==> src/rtl/serial_sub.sv <==
// Bit-serial a - b - bin, one bit per cycle LSB first; done arrives WIDTH+1 cycles after the accepting edge.
// Backpressure: ready is low outside IDLE, and a start seen while ready is low is dropped.
module serial_sub #(
  parameter int WIDTH = 8
) (
  input  logic             clk,
  input  logic             rst,
  input  logic             start,
  input  logic [WIDTH-1:0] a,
  input  logic [WIDTH-1:0] b,
  input  logic             bin,
  output logic             ready,
  output logic             busy,
  output logic             done,
  output logic [WIDTH-1:0] diff,
  output logic             bout,
  output logic             ovf
);

  localparam int CW = (WIDTH > 2) ? $clog2(WIDTH) : 1;

  typedef enum logic [1:0] {IDLE, RUN, DONE} state_t;

  state_t           state, state_nxt;
  logic [WIDTH-1:0] a_sh, b_sh;
  // Holds the upper WIDTH-1 result bits; the incoming bit completes the word.
  logic [WIDTH-2:0] res_sh;
  logic [WIDTH-1:0] res_nxt;
  logic [CW-1:0]    cnt;
  logic             br, br_nxt, d;
  logic             a_msb, b_msb;
  logic             last;

  always_comb begin
    d       = a_sh[0] ^ b_sh[0] ^ br;
    br_nxt  = (~a_sh[0] & b_sh[0]) | (~(a_sh[0] ^ b_sh[0]) & br);
    res_nxt = {d, res_sh};
    last    = (cnt == CW'(WIDTH - 1));
  end

  always_comb begin
    state_nxt = state;
    ready     = 1'b0;
    busy      = 1'b0;
    done      = 1'b0;
    case (state)
      IDLE: begin
        ready = 1'b1;
        if (start) state_nxt = RUN;
      end
      RUN: begin
        busy = 1'b1;
        if (last) state_nxt = DONE;
      end
      DONE: begin
        done      = 1'b1;
        state_nxt = IDLE;
      end
      default: state_nxt = IDLE;
    endcase
  end

  always_ff @(posedge clk) begin
    if (rst) begin
      state  <= IDLE;
      a_sh   <= '0;
      b_sh   <= '0;
      res_sh <= '0;
      cnt    <= '0;
      br     <= 1'b0;
      a_msb  <= 1'b0;
      b_msb  <= 1'b0;
      diff   <= '0;
      bout   <= 1'b0;
      ovf    <= 1'b0;
    end else begin
      state <= state_nxt;
      case (state)
        IDLE: begin
          if (start) begin
            a_sh  <= a;
            b_sh  <= b;
            br    <= bin;
            cnt   <= '0;
            a_msb <= a[WIDTH-1];
            b_msb <= b[WIDTH-1];
          end
        end
        RUN: begin
          a_sh   <= {1'b0, a_sh[WIDTH-1:1]};
          b_sh   <= {1'b0, b_sh[WIDTH-1:1]};
          res_sh <= res_nxt[WIDTH-1:1];
          br     <= br_nxt;
          cnt    <= cnt + 1'b1;
          // The final bit is d itself, so the sign of the result is known here.
          if (last) begin
            diff <= res_nxt;
            bout <= br_nxt;
            ovf  <= (a_msb != b_msb) && (d != a_msb);
          end
        end
        default: ;
      endcase
    end
  end

endmodule

==> config.mk <==
export PLATFORM = sky130hd
export DESIGN_NAME = serial_sub
export DESIGN_NICKNAME = d
export VERILOG_FILES = /design/src/rtl/serial_sub.sv
export SDC_FILE = /design/constraint.sdc
export NUM_CORES = 1
export LEC_CHECK = 0
export ABC_AREA = 1
export CAP_MARGIN = 20
export CORE_MARGIN = 3
export CORE_UTILIZATION = 50
export CTS_CLUSTER_DIAMETER = 30
export DETAILED_ROUTE_END_ITERATION = 16
export GPL_ROUTABILITY_DRIVEN = 0
export HOLD_SLACK_MARGIN = 0.05
export PLACE_DENSITY = 0.82
export SETUP_SLACK_MARGIN = 0.1
export SLEW_MARGIN = 25
export SYNTH_ARGS = -nofsm -noshare
export SYNTH_HDL_FRONTEND = slang
export SYNTH_SLANG_ARGS = --single-unit
==> constraint.sdc <==
create_clock -name clk -period 1.5 [get_ports clk]
set_input_delay 0.3 -clock clk [delete_from_list [all_inputs] [get_ports clk]]
set_output_delay 0.3 -clock clk [all_outputs]
set_load 0.005 [all_outputs]
# Word-level counts from Yosys, hierarchy flattened
# Cells that the tools add are included.
# classes
n_addsub	1
n_mul	0
div_mod_pow	0
order_cmp	0
n_eq_ne	7
shifts	0
muxes	14
bitwise_logic	7
n_reduce_logical	7
# ops
op	count
8-bit one-hot mux with 2 select lines	2
8-bit two-way mux	2
2-bit AND reduction	4
3-bit one-hot mux with 2 select lines	1
1-bit two-way mux	4
2-bit two-way mux	2
2-bit inequality test (second input constant)	2
2-bit one-hot mux with 2 select lines	1
3-bit by 1-bit adder with 3-bit output (second input constant)	1
3-bit equality test (second input constant)	1
3-bit two-way mux	1
1-bit AND	2
2-bit by 1-bit equality test with 1-bit output (second input constant)	1
2-bit equality test (second input constant)	1
2-bit zero test	1
1-bit inequality test	2
1-bit NOT	2
1-bit one-hot mux with 2 select lines	1
2-bit nonzero test	1
1-bit XOR	2
1-bit logical AND	1
1-bit bitwise OR	1
# totals
reg_bits	41
latch_bits	0
ram_bits	0
mem_bits_ro	0
elab_cells	47
memories	0

# Longest topological paths before layout
# logic_depth
word_depth	5
depth_mapped	7

# Worst setup path after synthesis
# No wires, ideal clock.
# synth_path
kind	register -> register
start	register cnt[0]
end	register ovf
arrival_time_ns	1.113
t_required_ns	1.391
path_slack_ns	0.278
path_stages_with_launch	8
n_path_buf	1
period_less_slack_ns	1.222
path_cell_list	dfxtp_1 -> ha_1 -> ha_1 -> nand3_1 -> buf_2 -> a21oi_1 -> nand2_1 -> inv_1
# synth_between
elab_chain_cells	2
# synth_lines
item	line	text
start, declared	29	logic [CW-1:0] cnt;
start signal, assigned	94	cnt <= cnt + 1'b1;
3-bit equality test	38	last = (cnt == CW'(WIDTH - 1));
2-bit AND reduction (no line)	-	
end signal, assigned	99	ovf <= (a_msb != b_msb) && (d != a_msb);
end, declared	17	output logic ovf
# No other way between the ends.
# A chain may end at the register's enable or synchronous reset.

# Worst setup path after layout
# layout_path
start	register state[0]
end	output port done
# layout_between
elab_chain_cells	2
# layout_lines
item	line	text
start, declared	24	state_t state, state_nxt;
start signal, assigned	77	state <= state_nxt;
2-bit equality test	46	case (state)
1-bit two-way mux	46	
end, declared	14	output logic done,
# No other way between the ends.

==> impl_metrics.json <==
{
  "ctsRootBufferMaster": "clkbuf_4",
  "worstSkewPairLatency_ns": 0.36,
  "finalCriticalPeriod_ns": 1.44,
  "grt_max_degree": 35,
  "postLayoutCoreUtil_pct": 73.1,
  "syn2layout_area_growth_pct": 33.3,
  "antenna_found_initial": 0,
  "finalSetupTns_ns": 0,
  "worst_ep_required_time_ns": 1.20,
  "power_leakage_nw": 1.10,
  "routed_wl_um": 3850,
  "cts-hold-fix-buffers": 0,
  "regToRegStartpoint": "cnt[0]$_SDFFE_PP0P_",
  "rsz0062_at_grt": "true",
  "finClkSkew_ns": 0.0144,
  "slew_violations": 0,
  "critical_path.startpoint": "state[0]$_SDFFE_PP0P_",
  "instances_no_fill": 344,
  "die_h_um": 65.1,
  "htreeDepth": 2,
  "place_area_mm2": 0.00213,
  "syn_nets": 278,
  "p_per_area_mw_per_mm2": 1000,
  "start_kind": "register",
  "slew_headroom_pct": 86.8,
  "hold_violations": 0,
  "final_nets": 322,
  "synth.distinct_cells": 17,
  "row_count": 20,
  "cpPeakStageDelay_ns": 0.37,
  "cp_common_cell": "buf_6",
  "drtAntennaViolNets": 0,
  "start_util_pct": 54.9,
  "path_cells": "buf_6 > buf_6 > nor2_4 > buf_2",
  "numCtsBuffers": 5,
  "io_buffers": 32,
  "arrival_ns": 1.14,
  "grt_pass1_vias": 1470,
  "dieArea_mm2": 0.00423,
  "finalCritPeriodShare_pct": 96.0,
  "cts_buffer_depth": 2,
  "drc": 0,
  "viasPerCell": 4.89,
  "num_vias": 1681,
  "crit_slowest_cell": "dfxtp_4",
  "clock.fmax_mhz": 694,
  "syn_inst": 255,
  "drtIter0Drc": 92,
  "ios": 33,
  "hpwlAfterDp_um": 2380,
  "outcome": "finished clean",
  "hp-class": "register to register",
  "critPathMaxFanout": 3,
  "grt_pass1_wl_um": 6210,
  "endpoint_kind": "primary output",
  "grtUsageTotal_pct": 18.9,
  "crit_type": "register to primary output",
  "finalSetupViolCount": 0,
  "drive_gt1_share_pct": 17.3,
  "avgSynthCellArea_um2": 6.84,
  "synth_area_mm2": 0.00174,
  "cts_tree": "built",
  "cap_violations": 0,
  "tightest_slew_ns": 0.197,
  "die_w_um": 65.1,
  "worstHoldStart": "diff[4]$_SDFFE_PP0P_",
  "antennaDiodeCount": 0,
  "core_mm2": 0.00318,
  "design_area_mm2": 0.00232,
  "power_mw": 2.33,
  "fillers": 267,
  "clkSinkCount": 41,
  "ys_warn_count": 0,
  "wl_per_cell_um": 11.2,
  "overflow": 0,
  "ys_seq_area_share_pct": 47.1,
  "ir_drop_mv": 0.708,
  "synth-seq-cells": 41,
  "path_clk_slew_ns": 0.13,
  "placedCellCount": 326,
  "drtPass1Iterations": 5
}
## layer usage
| metal | vias to the layer above | GRT usage, % | part of all wire [%] |
|---|---|---|---|
| li1 | 866 | - | - |
| met1 | 770 | 23.3 | 43 |
| met2 | 38 | 30.3 | 49 |
| met3 | 7 | 6.24 | 5.7 |
| met4 | 0 | 7.77 | 1.5 |
| met5 | - | 0 | 0 |
## registers in the layout (all words and copies together) (netlist names)
register,cells
state,2
b_sh,8
b_msb,1
cnt,3
bout,1
br,1
a_sh,8
diff,8
res_sh,7
ovf,1
a_msb,1
## area by class of cell
cell class | instances | area [um^2] | area share (%)
inverters | 29 | 109 | 4.68
clock inverters | 2 | 37.5 | 1.61
multi-input cells | 173 | 771 | 33.2
well taps | 44 | 55.1 | 2.37
clock buffers | 6 | 51.3 | 2.21
flip-flops and latches | 41 | 841 | 36.2
repair buffers | 49 | 460 | 19.8
## critical path, delay by kind of cell, from the launching register on
| family | cells | cell delay (ns) |
|---|---|---|
| flip-flops | 1 | 0.37 |
| AND/OR/NAND/NOR | 1 | 0.06 |
| buffers and inverters | 3 | 0.35 |
## metrics by stage
stage	worst slack (ns)	hold slack, ns
5_1_grt	0.0193	0.483
2_1_floorplan	0.278	0.435
4_1_cts	0.0661	0.469
3_3_place_gp	0.0985	0.448
6_report	0.0597	0.465
3_5_place_dp	0.0698	0.455
## kinds of logic (layout without fill, tap and decap cells)
group           count (synthesis)  after routing  synth area share, %
buf+inv                        41             86                 9.90
flops                          41             41                 47.1
simple gates                  130            130                 28.8
fa+ha+maj                       3              3                 2.58
compound gates                 40             40                 11.7
## synth_stat cells
cell      instances  area [um^2]
a21oi_1          17         85.1
buf_2             9         45.0
buf_4             2         15.0
clkbuf_1          1         3.75
dfxtp_1          41          821
fa_1              1         20.0
ha_1              2         25.0
inv_1            26         97.6
inv_2             3         11.3
nand2_1          76          285
nand2_2           1         6.26
nand3_1           7         35.0
nor2_1           45          169
nor2_2            1         6.26
o21ai_0          21          105
o21ai_1           1         5.00
o21ai_2           1         8.76
## final timing paths
kind,end,slack [ns],depth (start not counted)
worst max register to register,diff[0]$_SDFFE_PP0P_,0.13,7
worst min-delay path,diff[4]$_SDFFE_PP0P_,0.47,2
worst max-delay path,done,0.06,4
worst min register to register,diff[4]$_SDFFE_PP0P_,0.47,2
## what timing repair did
action | in CTS | in global routing
pin swaps | 1 | 3
setup buffers | 5 | 5
endpoints found under the setup margin | 13 | 16
resized for setup | 40 | 10
## cell usage in the layout, fill, tap and decap left out, drive strengths merged
| master | instances |
|---|---|
| a21oi | 17 |
| buf | 20 |
| bufinv | 1 |
| clkbuf | 6 |
| clkdlybuf4s50 | 19 |
| clkinvlp | 1 |
| dfxtp | 41 |
| dlygate4sd2 | 10 |
| fa | 1 |
| ha | 2 |
| inv | 29 |
| nand2 | 77 |
| nand3 | 7 |
| nor2 | 46 |
| o21ai | 23 |
## power breakdown
part	internal, mW	switching, mW	total [mW]
clock	0.396	0.374	0.770
combinational	0.175	0.203	0.378
sequential	1.15	0.0293	1.18
total	1.73	0.606	2.33
Note: power is estimated with default switching activity, not from simulation.
